$ cat src/rtl/memctl_pkg.sv
// Shared types and constants for the memory responder.
// State encodings, the wait-counter width and the default I/O page.
package memctl_pkg;

  localparam int WAIT_W = 4;
  localparam logic [7:0] IO_PAGE_DEFAULT = 8'hFF;

  localparam logic [2:0] ST_IDLE   = 3'd0;
  localparam logic [2:0] ST_ACCESS = 3'd1;
  localparam logic [2:0] ST_WAIT   = 3'd2;
  localparam logic [2:0] ST_RESP   = 3'd3;
  localparam logic [2:0] ST_HOLD   = 3'd4;

  typedef enum logic [2:0] {
    IDLE   = ST_IDLE,
    ACCESS = ST_ACCESS,
    WAIT   = ST_WAIT,
    RESP   = ST_RESP,
    HOLD   = ST_HOLD
  } state_t;

  // The counter reaches zero on the last wait cycle, so it is loaded one short.
  function automatic logic [WAIT_W-1:0] wait_load(input int ws);
    if (ws <= 0) return '0;
    return WAIT_W'(ws - 1);
  endfunction

endpackage

$ cat src/rtl/memctl_wait_ctr.sv
// Loadable down-counter with a zero flag, used to time the WAIT state.
module memctl_wait_ctr
  import memctl_pkg::*;
#(
  parameter int WIDTH = WAIT_W
) (
  input  logic             clk,
  input  logic             reset,
  input  logic             load,
  input  logic             dec,
  input  logic [WIDTH-1:0] load_val,
  output logic             zero
);

  logic [WIDTH-1:0] count_q;
  logic [WIDTH-1:0] count_d;

  always_comb begin
    count_d = count_q;
    if (load) begin
      count_d = load_val;
    end else if (dec && (count_q != '0)) begin
      count_d = count_q - 1'b1;
    end
  end

  always_ff @(posedge clk or posedge reset) begin
    if (reset) begin
      count_q <= '0;
    end else begin
      count_q <= count_d;
    end
  end

  assign zero = (count_q == '0);

endmodule

$ cat src/rtl/mem_responder.sv
// Memory-side responder: one RAM transaction per request with programmable wait states.
// Define MEMCTL_MMIO_EN to map the IO_PAGE address page onto io_in/io_out instead of RAM.
module mem_responder
  import memctl_pkg::*;
#(
  parameter int         DATA_W      = 16,
  parameter int         ADDR_W      = 10,
  parameter int         WAIT_STATES = 0,
  parameter logic [7:0] IO_PAGE     = IO_PAGE_DEFAULT
) (
  input  logic              clk,
  input  logic              reset,
  input  logic              mem_read,
  input  logic              mem_write,
  input  logic [15:0]       mem_addr,
  input  logic [DATA_W-1:0] mem_wdata,
  output logic [DATA_W-1:0] mem_rdata,
  output logic              mem_ready,
  output logic              req_err,
  output logic              ram_en,
  output logic              ram_we,
  output logic [ADDR_W-1:0] ram_addr,
  output logic [DATA_W-1:0] ram_wdata,
  input  logic [DATA_W-1:0] ram_rdata,
  input  logic [DATA_W-1:0] io_in,
  output logic [DATA_W-1:0] io_out
);

  localparam logic [WAIT_W-1:0] WAIT_LOAD = wait_load(WAIT_STATES);

  state_t              state_q, state_d;
  logic [ADDR_W-1:0]   addr_q, addr_d;
  logic [DATA_W-1:0]   wdata_q, wdata_d;
  logic                op_write_q, op_write_d;
  logic                is_io_q, is_io_d;
  logic                req_err_q, req_err_d;
  logic [DATA_W-1:0]   rdata_q, rdata_d;
  logic [DATA_W-1:0]   resp_data;
  logic                addr_is_io;
  logic                ctr_load, ctr_dec, ctr_zero;
  logic                unused_addr_bits;

  assign unused_addr_bits = ^mem_addr[15:ADDR_W];

`ifdef MEMCTL_MMIO_EN
  logic [DATA_W-1:0]   io_out_q, io_out_d;
  logic [DATA_W-1:0]   io_sample_q, io_sample_d;

  assign addr_is_io = (mem_addr[15:8] == IO_PAGE);
  assign io_out     = io_out_q;
`else
  logic                unused_io_in;
  logic [7:0]          unused_io_page;

  assign addr_is_io     = 1'b0;
  assign io_out         = '0;
  assign unused_io_in   = ^io_in;
  assign unused_io_page = IO_PAGE;
`endif

  memctl_wait_ctr #(.WIDTH(WAIT_W)) u_wait_ctr (
    .clk      (clk),
    .reset    (reset),
    .load     (ctr_load),
    .dec      (ctr_dec),
    .load_val (WAIT_LOAD),
    .zero     (ctr_zero)
  );

  always_comb begin
    state_d    = state_q;
    addr_d     = addr_q;
    wdata_d    = wdata_q;
    op_write_d = op_write_q;
    is_io_d    = is_io_q;
    req_err_d  = req_err_q;
    rdata_d    = rdata_q;
    mem_rdata  = rdata_q;
    mem_ready  = 1'b0;
    ram_en     = 1'b0;
    ram_we     = 1'b0;
    ctr_load   = 1'b0;
    ctr_dec    = 1'b0;
    resp_data  = ram_rdata;
`ifdef MEMCTL_MMIO_EN
    io_out_d    = io_out_q;
    io_sample_d = io_sample_q;
    if (is_io_q) begin
      resp_data = io_sample_q;
    end
`endif

    case (state_q)
      IDLE: begin
        if (mem_read || mem_write) begin
          addr_d     = mem_addr[ADDR_W-1:0];
          wdata_d    = mem_wdata;
          op_write_d = mem_write;
          is_io_d    = addr_is_io;
          if (mem_read && mem_write) begin
            req_err_d = 1'b1;
          end
          state_d = ACCESS;
        end
      end

      ACCESS: begin
        if (!is_io_q) begin
          ram_en = 1'b1;
          ram_we = op_write_q;
        end
`ifdef MEMCTL_MMIO_EN
        if (is_io_q) begin
          if (op_write_q) begin
            io_out_d = wdata_q;
          end else begin
            io_sample_d = io_in;
          end
        end
`endif
        if (WAIT_STATES != 0) begin
          ctr_load = 1'b1;
          state_d  = WAIT;
        end else begin
          state_d = RESP;
        end
      end

      // RAM stays idle here so its registered output is still valid in RESP.
      WAIT: begin
        if (ctr_zero) begin
          state_d = RESP;
        end else begin
          ctr_dec = 1'b1;
        end
      end

      RESP: begin
        mem_ready = 1'b1;
        if (!op_write_q) begin
          mem_rdata = resp_data;
          rdata_d   = resp_data;
        end
        state_d = HOLD;
      end

      HOLD: begin
        if (!mem_read && !mem_write) begin
          state_d = IDLE;
        end
      end

      default: begin
        state_d = IDLE;
      end
    endcase
  end

  always_ff @(posedge clk or posedge reset) begin
    if (reset) begin
      state_q    <= IDLE;
      addr_q     <= '0;
      wdata_q    <= '0;
      op_write_q <= 1'b0;
      is_io_q    <= 1'b0;
      req_err_q  <= 1'b0;
      rdata_q    <= '0;
`ifdef MEMCTL_MMIO_EN
      io_out_q    <= '0;
      io_sample_q <= '0;
`endif
    end else begin
      state_q    <= state_d;
      addr_q     <= addr_d;
      wdata_q    <= wdata_d;
      op_write_q <= op_write_d;
      is_io_q    <= is_io_d;
      req_err_q  <= req_err_d;
      rdata_q    <= rdata_d;
`ifdef MEMCTL_MMIO_EN
      io_out_q    <= io_out_d;
      io_sample_q <= io_sample_d;
`endif
    end
  end

  assign req_err   = req_err_q;
  assign ram_addr  = addr_q;
  assign ram_wdata = wdata_q;

endmodule

$ cat config.mk
export PLATFORM = sky130hd
export DESIGN_NAME = mem_responder
export DESIGN_NICKNAME = d
export VERILOG_FILES = /design/src/rtl/memctl_pkg.sv /design/src/rtl/memctl_wait_ctr.sv /design/src/rtl/mem_responder.sv
export SDC_FILE = /design/constraint.sdc
export NUM_CORES = 1
export LEC_CHECK = 0
export ABC_AREA = 1
export CAP_MARGIN = 20
export CORE_AREA = 5 5 89 91
export DETAILED_ROUTE_END_ITERATION = 16
export DIE_AREA = 0 0 94 96
export PLACE_DENSITY = 0.72
export SYNTH_ARGS = -nofsm -noshare
export SYNTH_HDL_FRONTEND = slang
export SYNTH_HIERARCHICAL = 1
export SYNTH_SLANG_ARGS = --single-unit
$ cat constraint.sdc
create_clock -name clk -period 1.9 [get_ports clk]
set_clock_uncertainty 0.05 [all_clocks]
set_input_delay 0.19 -clock clk [delete_from_list [all_inputs] [get_ports clk]]
set_output_delay 0.19 -clock clk [all_outputs]
set_load 0.03 [all_outputs]
Word-level counts from Yosys, hierarchy flattened --
Cells that the tools add are included.
Word-level totals: bits in registers 51, bits of input ports 68, logic and storage cells 38
Cells by class: $add $sub $neg 1, equality and inequality tests 7, muxes and demuxes 11, reductions and logical operators 12
Operators with widths (count):
- $mux 16 | 2
- $pmux 3 s5 | 1
- $mux 3 | 3
- $eq 3x2->1 const B | 2
- $ne 2x2->1 const B | 3
- $reduce_and 3->1 | 2
- $mux 1 | 5
- $logic_not 4->1 | 1
- $reduce_bool 4->1 | 1
- $sub 4x1->4 const B | 1
- $eq 3x1->1 const B | 1
- $eq 3x3->1 const B | 1
- $logic_and 1x1->1 | 3
- $logic_not 3->1 | 1
- $logic_not 1->1 | 2
- $reduce_and 2->1 | 1
- $logic_or 1x1->1 | 1

Longest topological paths before layout --
word-level depth 4, depth in mapped cells 11, depth with buffers taken out 11

Modules after synthesis --
The synthesis kept the hierarchy.
Modules (own cells, without submodules):
- mem_responder | instances 1, cells an instance 233, area each 2079.5 um^2, sequential area each 1176.1 um^2
- memctl_wait_ctr | instances 1, cells an instance 47, area each 299.0 um^2, sequential area each 100.1 um^2

Worst setup path after synthesis --
OpenSTA, ideal clock, no wires.
kind register to output, start point register state_q[2], end point output port mem_rdata[0], arrival time 1.221 ns, required time 1.660 ns, setup slack 0.439 ns, cell stages (with the launch flop) 7, path buffers 1, cell sequence dfrtp_1 > inv_1 > nand3_4 > nor2_8 > buf_6 > nand2_1 > nand2_1
Between the ends: longest elaborated chain between the ends 2
Ends and longest elaborated chain:
- start: declaration | line mem_responder.sv:31 | state_t state_q, state_d;
- start signal: assignment | line mem_responder.sv:173 | state_q <= state_d;
- $eq 3x2->1 | line mem_responder.sv:93 | case (state_q)
- $mux 16 | line mem_responder.sv:93
- end: declaration | line mem_responder.sv:17 | output logic [DATA_W-1:0] mem_rdata,
No other way between the ends.

Worst setup path after layout --
start point register state_q[2], end point output port mem_rdata[3]
Same word-level chain as after synthesis.

==> metrics.txt <==
Unique masters post-synth=22; Final #Nets=459; clock tree from TritonCTS=yes; power density cells=about 1800 nW/um^2; Die Y-Extent=approximately 96 um; final design instance area without fill=roughly 3600 sq um; global-route congestion overflow total=0; standard cell core area=between 7000 and 8000 sq um; first-pass GRT wire length=between 9 and 10 mm; most used standard cells in the synthesized netlist=sky130_fd_sc_hd__nand2_1, sky130_fd_sc_hd__dfrtp_1, sky130_fd_sc_hd__nand3_1, sky130_fd_sc_hd__o21ai_0, sky130_fd_sc_hd__buf_4; WL final=approximately 6.0 mm; post-route minimum period=between 1500 and 2000 ps; post-detailed-route via-to-cell ratio=roughly 4.3; fraction of synthesized cell area taken by the top area cell type=about 54%; max cap viols=0; Detailed Routing Iterations Pass 1=6; CTS Root Cell=sky130_fd_sc_hd__clkbuf_8; required arrival time at the worst endpoint=~1700 ps; RSZ-0062 raised after global routing=yes; total number of yosys warnings=6; final antenna-violating net count=0; buffer levels on the longest clock path=2; number of hold violations in the final report=0; Worst VDD drop=~0.68 mV; post-CTS clock slew at the launch and capture registers of the worst setup and hold paths=~90 ps; arrival time reported for the critical path endpoint=1610 ps; drt drc=0; routed vias=roughly 2100; Routed wire per std cell=between 10 and 15 um; starting density of the core=between 30% and 40%; area of the die=~9000 sq um; synthesized cell area=roughly 2400 sq um; overall die width=around 94 um; maximum fanout along the worst path=13; Starting DRT DRC Count=approximately 130; number of buffers created by CTS=5; Mapped Avg Cell Area=about 8.5 sq um; count of buffers inserted at the top-level ports=between 90 and 100; antenna diode instance count=0; cell types occupying the most area after synthesis=sky130_fd_sc_hd__dfrtp_1, sky130_fd_sc_hd__nand2_1, sky130_fd_sc_hd__nand3_1; estimated wirelength of the detail-placed design=~4.3 mm; global router's overall resource usage=13.8%; clock latency reported for the late side of the worst-skew pair=approximately 300 ps; Row Count=31; launching point of the worst reg2reg path=state_q[2]; crit start category=flip-flop; count of flip-flops with a built-in enable after synthesis=0; num ports=130; Syn Inst Count=280; pin count of the biggest net entering global routing=48; top-count cell post-synth=sky130_fd_sc_hd__nand2_1; run status=completed; crit path kind=reg2out; number of failing setup endpoints in the final timing report=0; Num Clock Sinks=51; Worst Hold Class=in2async; global placement routability congestion=around 0.75; library cell occupying the most area in the post-synthesis netlist=sky130_fd_sc_hd__dfrtp_1; share of synthesized flip-flops with an asynchronous set or reset=100%; register area share after synthesis=a little over half; count of filler cells inserted in the layout=between 600 and 700; area after detailed placement=between 3000 and 4000 sq um; Max Clock Freq=between 500 and 600 MHz; antenna violations before repair=0; part of the cycle the worst path needs=a little over nine tenths; CTS Hold Buffers Added=0; area added between synthesis and finish=52.3%; number of global-route vias before repair=roughly 2100; cell leakage power=roughly 1.8 nW; count of pins over their slew limit=0; depth of the CTS H-tree=2; fraction of final layout cells sized beyond drive strength 1=between 10% and 20%; start point of the critical path=state_q[2]; total power of the final layout=approximately 6.7 mW; crit end category=primary output; most used flip-flop cell after synthesis=sky130_fd_sc_hd__dfrtp_1; #FFs+latches synth=a little over 50
==> critical path: stages (launching register included) <==
cell and delay [ps]:
sky130_fd_sc_hd__dfrtp_1 410, sky130_fd_sc_hd__inv_2 100, sky130_fd_sc_hd__nand3_4 100, sky130_fd_sc_hd__buf_12 170, sky130_fd_sc_hd__nor2_4 110, sky130_fd_sc_hd__buf_4 140
sky130_fd_sc_hd__nand2_1 40, sky130_fd_sc_hd__nand2_1 90, sky130_fd_sc_hd__buf_6 140
==> cells by family after synthesis <==
| logic type | after synthesis | synth area share, % |
|---|---|---|
| adders and majority gates | 1 | 0.526 |
| DFF | 51 | 53.7 |
| buffers and inverters | 44 | 11.2 |
| AOI/OAI and AO/OA | 19 | 4.10 |
| other | 1 | 0.158 |
| and+or+nand+nor | 164 | 30.4 |
==> cells in the final DEF (no fill, tap or decap), types with 2 or more instances in the layout <==
master	n
sky130_fd_sc_hd__nand2_1	99
sky130_fd_sc_hd__clkdlybuf4s50_1	72
sky130_fd_sc_hd__dfrtp_1	48
sky130_fd_sc_hd__nand3_1	34
sky130_fd_sc_hd__conb_1	28
sky130_fd_sc_hd__o21ai_0	18
sky130_fd_sc_hd__buf_6	17
sky130_fd_sc_hd__nand2_2	15
sky130_fd_sc_hd__inv_1	13
sky130_fd_sc_hd__buf_4	9
sky130_fd_sc_hd__nor2_1	8
sky130_fd_sc_hd__clkbuf_8	5
sky130_fd_sc_hd__inv_2	3
sky130_fd_sc_hd__nand3b_1	3
sky130_fd_sc_hd__dfrtp_2	3
sky130_fd_sc_hd__bufinv_16	2
sky130_fd_sc_hd__dlygate4sd2_1	2
sky130_fd_sc_hd__buf_12	2
==> worst paths after layout <==
| check | cells past startpoint | endpoint | slack, ps |
|---|---|---|---|
| worst max-delay path | 8 | mem_rdata[3] | 50 |
| worst min-delay path | 2 | u_wait_ctr/count_q[2] | 90 |
| worst max register to register | 5 | ram_addr[4] | 240 |
| worst min register to register | 2 | ram_wdata[13] | 430 |
| max in group asynchronous | 3 | state_q[1] | 1330 |
| min in group clk | 3 | ram_addr[8] | 390 |
==> through the flow <==
stage                     setup WS [ps]  hold WS [ps]  setup TNS (ps)  util (%)  std cells
final                              45.5          89.9               0      51.3        490
after global routing              -33.7           102            -171      51.3        490
after CTS                          28.9          87.2               0      49.9        489
after detailed placement            121           408               0      47.1        475
after global placement              127           398               0      47.1        475
after floorplan                     439         -93.9               0         -        307
==> registers in the layout, summed over array words and instances (netlist names) <==
register / flops
ram_wdata: 16
req_err: 1
op_write_q: 1
rdata_q: 16
ram_addr: 10
u_wait_ctr/count_q: 4
state_q: 3
==> cell type report <==
cell class                 count  area, sq um  area share [%]
timing repair buffer         102         1040            28.6
clock inverter                 2         60.1            1.66
clock buffer                   6         72.6            2.00
sequential                    51         1280            35.3
inverter                      17         63.8            1.76
multi-input combinational    213          986            27.2
tap                           99          124            3.42
==> power breakdown <==
| group | total, mW | switching (mW) | internal, mW | leakage (nW) |
|---|---|---|---|---|
| combinational | 3.85 | 2.33 | 1.52 | 1.12 |
| sequential | 1.96 | 0.345 | 1.61 | 0.623 |
| clock | 0.879 | 0.352 | 0.526 | 0.0654 |
| total | 6.69 | 3.03 | 3.66 | 1.81 |
==> metal layers <==
layer	routed length, um	GRT usage, %	up-vias
met1	2440	16.9	984
met5	0	0	-
li1	-	-	1051
met3	399	2.97	6
met4	76	3.85	0
met2	3090	24.5	67
==> timing repair <==
| action | CTS | global route |
|---|---|---|
| buffers inserted | 5 | 1 |
| gates resized for setup | 9 | 29 |
| endpoints found under the setup margin | 18 | 16 |
| cloned | 1 | 0 |
| pin swaps | 2 | 1 |
(Power assumes the default switching activity.)
